$ cat src/rtl/demux_pkg.sv
// Shared definitions for the demux word serializer: state encoding,
// channel width and default word/gap sizing.
package demux_pkg;

    localparam int CHAN_W        = 2;
    localparam int DEFAULT_WIDTH = 8;
    localparam int DEFAULT_GAP   = 1;

    typedef enum logic [1:0] {
        ST_IDLE  = 2'd0,
        ST_SHIFT = 2'd1,
        ST_GAP   = 2'd2
    } state_e;

endpackage

$ cat src/rtl/demux_bit_counter.sv
// Loadable down-counter with a zero flag; saturates at zero.
module demux_bit_counter #(
    parameter int W = 4
) (
    input  logic         clk,
    input  logic         rst_n,
    input  logic         load,
    input  logic [W-1:0] load_val,
    input  logic         dec,
    output logic         zero
);

    logic [W-1:0] count_q;
    logic [W-1:0] count_d;

    // Next count: a load wins over a decrement.
    always_comb begin
        count_d = count_q;
        if (load) begin
            count_d = load_val;
        end else if (dec && (count_q != {W{1'b0}})) begin
            count_d = count_q - {{(W-1){1'b0}}, 1'b1};
        end else begin
            count_d = count_q;
        end
    end

    // Count register.
    always_ff @(posedge clk or negedge rst_n) begin
        if (!rst_n) begin
            count_q <= {W{1'b0}};
        end else begin
            count_q <= count_d;
        end
    end

    assign zero = (count_q == {W{1'b0}});

endmodule

$ cat src/rtl/demux_word_serializer.sv
// Serializes a parallel word MSB first onto d with the channel held on s,
// followed by an optional idle gap so downstream collectors can frame words.
module demux_word_serializer
    import demux_pkg::*;
#(
    parameter int WIDTH = DEFAULT_WIDTH,
    parameter int GAP   = DEFAULT_GAP
) (
    input  logic              clk,
    input  logic              rst_n,
    input  logic              in_valid,
    output logic              in_ready,
    input  logic [WIDTH-1:0]  in_data,
    input  logic [CHAN_W-1:0] in_chan,
    output logic              d,
    output logic [CHAN_W-1:0] s,
    output logic              frame,
    output logic              busy,
    output logic              done
);

    localparam int CNT_W = $clog2(WIDTH);
    localparam int GAP_W = 4;
    localparam logic [CNT_W-1:0] BIT_LOAD = CNT_W'(WIDTH - 1);
    localparam logic [GAP_W-1:0] GAP_LOAD = (GAP > 0) ? GAP_W'(GAP - 1) : {GAP_W{1'b0}};
    localparam bit HAS_GAP = (GAP > 0);

    state_e              state_q, state_d;
    logic [WIDTH-1:0]    shift_q, shift_d;
    logic                d_q, d_d;
    logic [CHAN_W-1:0]   s_q, s_d;
    logic                frame_q, frame_d;
    logic                busy_q, busy_d;
    logic                done_q, done_d;
    logic                bit_load_s, bit_dec_s, bit_zero_s;
    logic                gap_load_s, gap_dec_s, gap_zero_s;

    demux_bit_counter #(.W(CNT_W)) u_bit_cnt (
        .clk      (clk),
        .rst_n    (rst_n),
        .load     (bit_load_s),
        .load_val (BIT_LOAD),
        .dec      (bit_dec_s),
        .zero     (bit_zero_s)
    );

    demux_bit_counter #(.W(GAP_W)) u_gap_cnt (
        .clk      (clk),
        .rst_n    (rst_n),
        .load     (gap_load_s),
        .load_val (GAP_LOAD),
        .dec      (gap_dec_s),
        .zero     (gap_zero_s)
    );

    // Next-state and next-output logic; in_data is only sampled on a handshake
    // so unknowns on an idle bus never reach d.
    always_comb begin
        state_d    = state_q;
        shift_d    = shift_q;
        d_d        = 1'b0;
        s_d        = s_q;
        frame_d    = 1'b0;
        done_d     = 1'b0;
        bit_load_s = 1'b0;
        bit_dec_s  = 1'b0;
        gap_load_s = 1'b0;
        gap_dec_s  = 1'b0;
        case (state_q)
            ST_IDLE: begin
                if (in_valid) begin
                    state_d    = ST_SHIFT;
                    shift_d    = {in_data[WIDTH-2:0], 1'b0};
                    d_d        = in_data[WIDTH-1];
                    s_d        = in_chan;
                    frame_d    = 1'b1;
                    bit_load_s = 1'b1;
                end else begin
                    state_d = ST_IDLE;
                end
            end
            ST_SHIFT: begin
                // Counter at zero means the last bit is currently on d.
                if (bit_zero_s) begin
                    done_d = 1'b1;
                    if (HAS_GAP) begin
                        state_d    = ST_GAP;
                        gap_load_s = 1'b1;
                    end else begin
                        state_d = ST_IDLE;
                    end
                end else begin
                    d_d       = shift_q[WIDTH-1];
                    shift_d   = {shift_q[WIDTH-2:0], 1'b0};
                    frame_d   = 1'b1;
                    bit_dec_s = 1'b1;
                end
            end
            ST_GAP: begin
                if (gap_zero_s) begin
                    state_d = ST_IDLE;
                end else begin
                    gap_dec_s = 1'b1;
                end
            end
            default: begin
                state_d = ST_IDLE;
            end
        endcase
        busy_d = (state_d != ST_IDLE);
    end

    // State, shift register and registered outputs.
    always_ff @(posedge clk or negedge rst_n) begin
        if (!rst_n) begin
            state_q <= ST_IDLE;
            shift_q <= {WIDTH{1'b0}};
            d_q     <= 1'b0;
            s_q     <= {CHAN_W{1'b0}};
            frame_q <= 1'b0;
            busy_q  <= 1'b0;
            done_q  <= 1'b0;
        end else begin
            state_q <= state_d;
            shift_q <= shift_d;
            d_q     <= d_d;
            s_q     <= s_d;
            frame_q <= frame_d;
            busy_q  <= busy_d;
            done_q  <= done_d;
        end
    end

    assign in_ready = (state_q == ST_IDLE);
    assign d        = d_q;
    assign s        = s_q;
    assign frame    = frame_q;
    assign busy     = busy_q;
    assign done     = done_q;

endmodule

$ cat config.mk
export PLATFORM = sky130hd
export DESIGN_NAME = demux_word_serializer
export DESIGN_NICKNAME = d
export VERILOG_FILES = /design/src/rtl/demux_pkg.sv /design/src/rtl/demux_bit_counter.sv /design/src/rtl/demux_word_serializer.sv
export SDC_FILE = /design/constraint.sdc
export NUM_CORES = 1
export LEC_CHECK = 0
export BUFFER_PORTS_ARGS = -buffer_cell sky130_fd_sc_hd__buf_2
export CELL_PAD_IN_SITES_DETAIL_PLACEMENT = 1
export CELL_PAD_IN_SITES_GLOBAL_PLACEMENT = 1
export CORE_UTILIZATION = 48
export CTS_BUF_LIST = sky130_fd_sc_hd__clkbuf_2 sky130_fd_sc_hd__clkbuf_4 sky130_fd_sc_hd__clkbuf_8
export DETAILED_ROUTE_END_ITERATION = 8
export PLACE_DENSITY = 0.89
export SLEW_MARGIN = 30
export SYNTH_ARGS = -nofsm -noshare
export SYNTH_HDL_FRONTEND = slang
export SYNTH_SLANG_ARGS = --single-unit
$ cat constraint.sdc
create_clock -name clk -period 4 [get_ports clk]
set_input_delay 0.4 -clock clk [delete_from_list [all_inputs] [get_ports clk]]
set_output_delay 0.4 -clock clk [all_outputs]
set_load 0.005 [all_outputs]
======== Word-level counts from Yosys, hierarchy flattened ========
Cells that the tools add are included.
storage, ports and cells
  bits in registers ....................... 23
  input bits .............................. 13
  output and inout bits ................... 7
  logic and storage cells ................. 51
operators by class
  $add $sub $neg .......................... 2
  eq/ne operators ......................... 4
  muxes and demuxes ....................... 23
  reduce and logical (&&, ||, !) cells .... 13
operators with widths
  operator             count
  $mux 8               2
  $pmux 8 s2           1
  $mux 1               11
  $mux 4               2
  $reduce_bool 2->1    4
  $mux 3               2
  $pmux 2 s3           1
  $logic_not 4->1      1
  $mux 2               2
  $ne 2x2->1 const B   2
  $pmux 1 s2           2
  $reduce_bool 4->1    1
  $sub 4x1->4 const B  1
  $logic_not 3->1      1
  $reduce_and 3->1     1
  $reduce_bool 3->1    1
  $sub 3x1->3 const B  1
  $eq 2x1->1 const B   1
  $eq 2x2->1 const B   1
  $logic_and 1x1->1    2
  $logic_not 2->1      1
  $reduce_and 2->1     1

======== Longest topological paths before layout ========
Gate-level depths: netlist of run 1.
  depth after elaboration ................. 6
  mapped depth ............................ 6
  gate-level depth less buffers ........... 5

======== Modules after synthesis ========
From an unflattened synthesis of run 1, not the netlist that was laid out.
second synthesis, totals
  cell total of the unflattened synthesis .. 99
  area total of the unflattened synthesis .. 1,203.7 um2
by module, submodules not included
  module                         instances  cells each  area each (um2)  seq. area each (um2)
  demux_word_serializer          1          53          725.7            375.4
  demux_bit_counter (u_gap_cnt)  1          27          270.3            100.1
  demux_bit_counter (u_bit_cnt)  1          19          207.7            75.1

======== Worst setup path after synthesis of run 1 ========
OpenSTA, ideal clock, no wires.
  path type ............................... register to register
  start ................................... reg u_bit_cnt.count_q[0]
  end ..................................... reg shift_q[2]
  setup time .............................. 125 ps
  data arrival time ....................... 1,530 ps
  data required time ...................... 3,875 ps
  path slack .............................. 2,345 ps
  stages on the path, launching flop included .. 6
  path buffers ............................ 0
  period minus slack after synthesis ...... 1,655 ps
  cell sequence ........................... dfrtp_1 -> inv_1 -> ha_1 -> nor2b_2 -> a211oi_4 -> mux2_2
on the way
  cells in the longest elaborated chain, start to end .. 3
ends and longest elaborated chain
  item                        RTL line                      RTL
  from (decl)                 demux_bit_counter.sv:13       logic [W-1:0] count_q;
  from (signal assigned)      demux_bit_counter.sv:31       count_q <= {W{1'b0}};
  from (signal assigned)      demux_bit_counter.sv:33       count_q <= count_d;
  $logic_not 3->1             demux_bit_counter.sv:37       assign zero = (count_q == {W{1'b0}});
  $ne 2x2->1 (no line)        n/a
  $reduce_and 3->1 (no line)  n/a
  to (signal assigned)        demux_word_serializer.sv:117  shift_q <= {WIDTH{1'b0}};
  to (signal assigned)        demux_word_serializer.sv:125  shift_q <= shift_d;
  to (decl)                   demux_word_serializer.sv:29   logic [WIDTH-1:0] shift_q, shift_d;
No other way between the ends.
A chain may end at the register's enable or synchronous reset.

======== Final worst setup path of run 1 ========
  start ................................... reg state_q[0]
  end ..................................... reg shift_q[5]
on the way
  cells in the longest elaborated chain, start to end .. 3
  elaborated cells on any way between the ends .. 7
  those cells by class .................... eq/ne: 3; mux: 1; reduce/logical: 3
ends and longest elaborated chain
  item                                                       RTL line                      RTL
  from (decl)                                                demux_word_serializer.sv:28   state_e state_q, state_d;
  from (signal assigned)                                     demux_word_serializer.sv:124  state_q <= state_d;
  $eq 2x1->1 or $logic_not 2->1 (tied branches)              demux_word_serializer.sv:69   case (state_q)
  $ne 2x2->1 (no line) or $reduce_bool 2->1 (tied branches)  n/a
  $reduce_and 3->1 (no line)                                 n/a
Several ways; a longest one is shown, not always the timed one.

==> insert_results.sql, run 1 <==
INSERT INTO impl_metrics (metric_group, metric, value, unit) VALUES
('drt', 'drt-initial-drc-count', '4', ''),
('yosys', 'yosys-mux-area-fraction', '0.197', ''),
('sta', 'finalCriticalPeriod', '1.94', 'ns'),
('sta', 'part_of_the_cycle_the_worst_path_needs', '0.485', ''),
('drt', 'wire_per_inst', '16.5', 'um'),
('yosys', 'synth.most_common_cell', 'sky130_fd_sc_hd__dfrtp_1', ''),
('grt', 'grt_start_max_net_pins', '23', ''),
('yosys', 'synth_warnings', '0', ''),
('yosys', 'synthSimpleGateAreaFrac', '0.118', ''),
('drt', 'via_per_inst', '5.33', ''),
('floorplan', 'floorplan.rows', '16', ''),
('grt', 'antenna_found_initial', '0', ''),
('sta', 'final.setup_skew', '0.0110', 'ns'),
('yosys', 'synth_nets', '105', ''),
('worst_setup_path', 'worst-endpoint-required', '4.21', 'ns'),
('yosys', 'netlist_area', '1080', 'um^2'),
('clock_network', 'ctsHoldBuffers', '0', ''),
('finish', 'syn_to_layout_area_delta', '12.8', '%'),
('worst_setup_path', 'worstSetupEndpointType', 'flop', ''),
('floorplan', 'core-area', '2040', 'um^2'),
('status', 'run_status', 'completed', ''),
('grt', 'global_route.usage.total', '0.212', ''),
('drt', 'vias', '720', ''),
('clock_network', 'cts_num_sinks', '22', ''),
('yosys', 'number_of_standard_cells_after_synthesis', '88', ''),
('yosys', 'post_synthesis_xor_xnor_area_fraction', '0', ''),
('yosys', 'ys_top_cells_by_area', 'sky130_fd_sc_hd__dfrtp_1, sky130_fd_sc_hd__mux2_4, sky130_fd_sc_hd__mux2_2', ''),
('worst_setup_path', 'crit_path_start_kind', 'flop', ''),
('sta', 'hold_viol_final', '0', ''),
('pwr', 'p_leak', '0.621', 'nW'),
('clock_network', 'cts_repair_resize_count', '0', ''),
('clock_network', 'cts_tree', 'done', ''),
('clock_network', 'post_cts_buffers', '0', ''),
('pwr', 'vdd_drop_max', '361', 'uV'),
('floorplan', 'die_y', '49.5', 'um'),
('yosys', 'ys_types', '27', ''),
('finish', 'share_of_cells_above_drive_strength_1', '0.370', ''),
('yosys', 'synth_top_cells_by_count', 'sky130_fd_sc_hd__dfrtp_1, sky130_fd_sc_hd__inv_1, sky130_fd_sc_hd__mux2_2, sky130_fd_sc_hd__mux2_4', ''),
('grt', 'gr-total-overflow', '0', ''),
('sta', 'final.setup.tns', '0', 'ns'),
('sta', 'report.final.slew_viol_count', '0', ''),
('worst_setup_path', 'path_class', 'flop to flop', ''),
('yosys', 'post_synth_fa_ha_maj_area_fraction', '0.0461', ''),
('clock_network', 'clock_insertion_delay_worst_skew', '0.31', 'ns'),
('clock_network', 'max_buffers_root_to_sink', '2', ''),
('worst_setup_path', 'cp_data_arrival_time', '2.15', 'ns'),
('grt', 'grt_most_used_layer', 'met2', ''),
('grt', 'grt_pass1_vias', '797', ''),
('grt', 'met2_usage', '0.405', ''),
('grt', 'globalRouteMet1Util', '0.237', ''),
('finish', 'n_antenna_cell', '0', ''),
('yosys', 'synthesis.area_per_instance', '12.3', 'um^2'),
('drt', 'totalWireLength', '2230', 'um'),
('yosys', 'synth_top_cell_by_area', 'sky130_fd_sc_hd__dfrtp_1', ''),
('sta', 'clock.fmax', '515', 'MHz'),
('yosys', 'synth-async-reset-ratio', '1.00', ''),
('place', 'buffer_ports.inserted', '19', ''),
('place', 'place.detailed.hpwl', '1560', 'um'),
('grt', 'wire_length_of_the_first_global_routing_pass', '3790', 'um'),
('clock_network', 'root_buffer', 'sky130_fd_sc_hd__clkbuf_4', ''),
('yosys', 'synth-seq-area-share', '0.507', ''),
('sta', 'worst_slew_margin_rel', '0.489', ''),
('sta', 'worst-slew-pin-transition', '0.765', 'ns'),
('floorplan', 'die_w', '49.5', 'um'),
('sta', 'setup_violations', '0', ''),
('worst_hold_path', 'hold_class', 'input pin to asynchronous set/reset pin', ''),
('drt', 'ant_nets', '0', ''),
('grt', 'grt.met3_usage', '0.0278', ''),
('floorplan', 'start_util', '0.531', ''),
('flow_run', 'max-cap-violations', '0', ''),
('floorplan', 'design.die.area', '2450', 'um^2');
## kinds of logic (layout without fill, tap and decap cells)
group | Yosys count | after routing
and+or+nand+nor | 23 | 23
muxes | 17 | 17
adders and majority gates | 4 | 4
buffers and inverters | 11 | 31
AOI/OAI and AO/OA | 11 | 11
DFF | 22 | 22
## cell type report
class	count	area, um^2
flip-flops and latches	22	551
clock buffers	4	36.3
inverters	8	30.0
well taps	27	33.8
repair buffers	19	95.1
fillers	231	818
multi-input cells	55	478
## final timing paths
check | end | cells past startpoint | slack, ns
max in group asynchronous | u_gap_cnt.count_q[0]$_DFFE_PN0P_ | 1 | 3.62
worst min register to register | s[0]$_DFFE_PN0N_ | 1 | 0.52
worst min-delay path | u_bit_cnt.count_q[0]$_DFFE_PN0P_ | 1 | 0.03
min in group clk | s[0]$_DFFE_PN0N_ | 2 | 0.32
worst max register to register | shift_q[5]$_DFFE_PN0P_ | 3 | 2.06
worst max-delay path | shift_q[5]$_DFFE_PN0P_ | 3 | 2.06
## critical path, stage by stage (launching register included)
cell	delay, ns
sky130_fd_sc_hd__dfrtp_1	0.53
sky130_fd_sc_hd__nor2b_1	0.67
sky130_fd_sc_hd__mux2_4	0.36
sky130_fd_sc_hd__mux2_2	0.29
## routing by layer
layer / share of wire / vias to the layer above / wire (um)
li1: - / 347 / -
met1: 0.41 / 356 / 907
met5: 0 / - / 0
met3: 0.032 / 2 / 72
met2: 0.55 / 15 / 1230
met4: 0.0094 / 0 / 21
## where the power goes
part | switching (W) | total (W) | internal, W
combinational | 0.000167 | 0.000382 | 0.000215
sequential | 0.0000577 | 0.000363 | 0.000306
clock | 0.0000699 | 0.000125 | 0.0000555
## flip-flops by register name (all words and copies together) (netlist names)
| name | count |
|---|---|
| u_bit_cnt.count_q | 3 |
| u_gap_cnt.count_q | 4 |
| done | 1 |
| busy | 1 |
| s | 2 |
| state_q | 2 |
| frame | 1 |
| shift_q | 7 |
| d | 1 |
## metrics by stage
stage                     setup slack [ns]  std cells  instance area, um^2  hold slack (ns)   util
after floorplan                       2.35         88                 1080            0.104      -
after global placement                2.14        131                 1190            0.387  0.581
after detailed placement              2.07        131                 1190            0.390  0.581
after CTS                             2.05        135                 1220           0.0353  0.599
after global routing                  1.98        135                 1220           0.0461  0.599
final                                 2.06        135                 1220           0.0339  0.599
## placed cells by master (no fill, tap or decap), drive strengths merged, types with 4 or more instances in the layout
cell,n
inv,8
mux2,14
ha,4
clkbuf,4
buf,19
dfrtp,22
nor2,4
nand2,5
o21ai,5
Power figures use the tool's default switching activity.
==> inputs of run 2 (changes only) <==
--- a/config.mk
+++ b/config.mk
@@ -8,10 +8,10 @@
 export BUFFER_PORTS_ARGS = -buffer_cell sky130_fd_sc_hd__buf_2
 export CELL_PAD_IN_SITES_DETAIL_PLACEMENT = 1
 export CELL_PAD_IN_SITES_GLOBAL_PLACEMENT = 1
-export CORE_UTILIZATION = 48
+export CORE_UTILIZATION = 45
 export CTS_BUF_LIST = sky130_fd_sc_hd__clkbuf_2 sky130_fd_sc_hd__clkbuf_4 sky130_fd_sc_hd__clkbuf_8
 export DETAILED_ROUTE_END_ITERATION = 8
-export PLACE_DENSITY = 0.89
+export PLACE_DENSITY = 0.85
 export SLEW_MARGIN = 30
 export SYNTH_ARGS = -nofsm -noshare
 export SYNTH_HDL_FRONTEND = slang
==> constraint.sdc (replaced) <==
create_clock -name clk -period 1.8 [get_ports clk]
set_input_delay 0.18 -clock clk [delete_from_list [all_inputs] [get_ports clk]]
set_output_delay 0.18 -clock clk [all_outputs]
set_load 0.005 [all_outputs]
==> run 2 against run 1 <==
Net effect:
- setup slack got worse by 1.9 ns
- clock power up 120%
- critical endpoint is now shift_q[2]$_DFFE_PN0P_
- utilization decreased by 3.1 points
- largest cell class unchanged
- clock-buffer cell count stayed put
- maximum frequency rose by 16%
- hold slack improved by 0.071 ns
- largest power group unchanged
==> insert_results.sql, run 2 (synthesized netlist as in run 1, its figures left out) <==
INSERT INTO impl_metrics (metric_group, metric, value, unit) VALUES
('finish', 'largest_reg_flops', '7', ''),
('drt', 'ant_nets', '0', ''),
('sta', 'hold_viol_final', '0', ''),
('worst_setup_path', 'cp_data_arrival_time', '1.87', 'ns'),
('floorplan', 'design.die.area', '2610', 'um^2'),
('pwr', 'vdd_drop_max', '957', 'uV'),
('pwr', 'cellPowerDensity', '1590', 'nW/um^2'),
('worst_setup_path', 'critPathMaxFanout', '5', ''),
('drt', 'totalWireLength', '2260', 'um'),
('clock_network', 'tritoncts.num_buffers', '3', ''),
('clock_network', 'cts_num_sinks', '22', ''),
('sta', 'final.setup_skew', '0.0102', 'ns'),
('sta', 'part_of_the_cycle_the_worst_path_needs', '0.929', ''),
('flow_run', 'max-cap-violations', '0', ''),
('pwr', 'p_leak', '0.643', 'nW'),
('grt', 'grt_pass1_vias', '799', ''),
('sta', 'hold_slack', '0.105', 'ns'),
('place', 'place.detailed.hpwl', '1640', 'um'),
('floorplan', 'design.portCount', '20', ''),
('clock_network', 'root_buffer', 'sky130_fd_sc_hd__clkbuf_4', ''),
('sta', 'finalCriticalPeriod', '1.67', 'ns'),
('grt', 'gr-total-overflow', '0', ''),
('worst_hold_path', 'hold_class', 'input pin to flop', ''),
('grt', 'antenna_found_initial', '0', ''),
('worst_setup_path', 'path_class', 'flop to flop', ''),
('clock_network', 'clock_insertion_delay_worst_skew', '0.31', 'ns'),
('finish', 'post-route-cell-area', '1270', 'um^2'),
('grt', 'grt_start_max_net_pins', '23', ''),
('clock_network', 'post_cts_buffers', '0', ''),
('drt', 'vias', '732', ''),
('sta', 'setup_repair_after_global_routing_missed_its_margin', 'no', ''),
('worst_setup_path', 'worst_setup_ep', 'shift_q[2]$_DFFE_PN0P_', ''),
('place', 'postPlaceCellArea', '1210', 'um^2'),
('worst_setup_path', 'reg2reg_setup_slack', '0.13', 'ns'),
('sta', 'worst_slew_margin_rel', '0.692', ''),
('floorplan', 'die_y', '51.1', 'um'),
('drt', 'via_per_inst', '5.19', ''),
('drt', 'wire_per_inst', '16.0', 'um'),
('grt', 'wire_length_of_the_first_global_routing_pass', '3770', 'um'),
('place', 'gp_routability_congestion', '0.740', ''),
('worst_setup_path', 'regToRegEndpoint', 'shift_q[2]$_DFFE_PN0P_', ''),
('sta', 'worst-slew-pin-transition', '0.463', 'ns'),
('place', 'dp_slack', '0.112', 'ns'),
('finish', 'nFillCells', '255', ''),
('floorplan', 'floorplan.rows', '17', ''),
('finish', 'n_antenna_cell', '0', ''),
('worst_setup_path', 'worstSetupEndpointType', 'flop', ''),
('clock_network', 'max_buffers_root_to_sink', '2', ''),
('clock_network', 'clkSlewWorstSetupHoldPaths', '0.12', 'ns'),
('worst_setup_path', 'ff2ff_path_depth', '6', ''),
('worst_setup_path', 'worst-endpoint-required', '1.99', 'ns'),
('place', 'buffer_ports.inserted', '19', ''),
('floorplan', 'start_util', '0.486', ''),
('finish', 'commonest_non_fill_non_tap_cells_in_the_layout', 'sky130_fd_sc_hd__dfrtp_1, sky130_fd_sc_hd__buf_2, sky130_fd_sc_hd__inv_1, sky130_fd_sc_hd__mux2_2, sky130_fd_sc_hd__mux2_4', ''),
('drt', 'dr.pass1.iters', '4', ''),
('worst_setup_path', 'worst_r2r_startpoint', 'u_bit_cnt.count_q[0]$_DFFE_PN0P_', ''),
('drt', 'drc_errors', '0', ''),
('floorplan', 'core-area', '2230', 'um^2'),
('finish', 'most_frequent_standard_cell_in_the_layout_excluding_fill_and_tap_cells', 'sky130_fd_sc_hd__dfrtp_1', ''),
('finish', 'largestRegisters', 'shift_q (7), u_gap_cnt.count_q (4), u_bit_cnt.count_q (3)', ''),
('grt', 'global_route.usage.total', '0.202', ''),
('sta', 'setup_violations', '0', ''),
('sta', 'report.final.slew_viol_count', '0', ''),
('sta', 'final.setup.tns', '0', 'ns'),
('sta', 'post-route-worst-setup-slack', '0.128', 'ns'),
('worst_setup_path', 'critical_path.startpoint', 'u_bit_cnt.count_q[0]$_DFFE_PN0P_', ''),
('clock_network', 'cts_tree', 'done', ''),
('worst_setup_path', 'crit_path_start_kind', 'flop', ''),
('sta', 'clock.fmax', '598', 'MHz'),
('finish', 'share_of_cells_above_drive_strength_1', '0.398', ''),
('finish', 'max_flop_register', 'shift_q', ''),
('drt', 'drt-initial-drc-count', '4', ''),
('finish', 'layout.nets', '131', ''),
('finish', 'syn_to_layout_area_delta', '17.0', '%'),
('clock_network', 'cts.htree.levels', '1', ''),
('floorplan', 'die_w', '51.1', 'um'),
('status', 'run_status', 'completed', '');
==> run 2: timing repair <==
action / 4_1_cts / 5_1_grt
endpoints found under the setup margin: 0 / 5
gates resized for setup: 0 / 2
hold buffers: 1 / 0
hold endpoints to repair: 22 / 0
==> run 2: per-layer routing <==
metal | track usage | routed length (um) | up-vias
li1 | - | - | 354
met1 | 0.230 | 973 | 367
met2 | 0.373 | 1210 | 9
met3 | 0.0625 | 65 | 2
met4 | 0.0278 | 9 | 0
met5 | 0 | 0 | -
==> run 2: report_power, final <==
part	leakage (nW)	total (W)	switching, W	internal [W]
Clock	0.0210	0.000269	0.000146	0.000123
Sequential	0.273	0.000806	0.000126	0.000679
Combinational	0.350	0.000944	0.000403	0.000541
==> run 2: critical path: stages, from the launching register on <==
cell and delay (ns):
sky130_fd_sc_hd__dfrtp_1 0.39, sky130_fd_sc_hd__inv_1 0.07, sky130_fd_sc_hd__ha_2 0.19, sky130_fd_sc_hd__nor2b_2 0.17, sky130_fd_sc_hd__a211oi_4 0.24, sky130_fd_sc_hd__buf_6 0.16
sky130_fd_sc_hd__mux2_2 0.33
==> run 2: how the worst min path moves through the flow <==
stage / start / slack (ns) / to / depth (start not counted)
floorplan: rst_n / -0.12 / busy$_DFF_PN0_ / 0
global placement: rst_n / 0.16 / frame$_DFF_PN0_ / 1
detailed placement: rst_n / 0.16 / frame$_DFF_PN0_ / 1
CTS: in_chan[1] / 0.09 / s[1]$_DFFE_PN0N_ / 2
global route: in_chan[0] / 0.09 / s[0]$_DFFE_PN0N_ / 2
finish: in_chan[0] / 0.10 / s[0]$_DFFE_PN0N_ / 2
==> run 2: area by class of cell <==
class	count	area, um^2	share of cell area
tap	28	35.0	0.0276
inverter	8	30.0	0.0237
sequential	22	551	0.434
multi-input combinational	55	480	0.379
timing repair buffer	24	136	0.107
clock buffer	4	36.3	0.0286
==> run 2: through the flow <==
stage,std cells,power (W),util
after floorplan,88,0.00147,-
after global placement,135,0.00165,0.542
final,141,0.00202,0.568
after detailed placement,135,0.00171,0.542
after global routing,141,0.00217,0.568
after CTS,140,0.00200,0.563
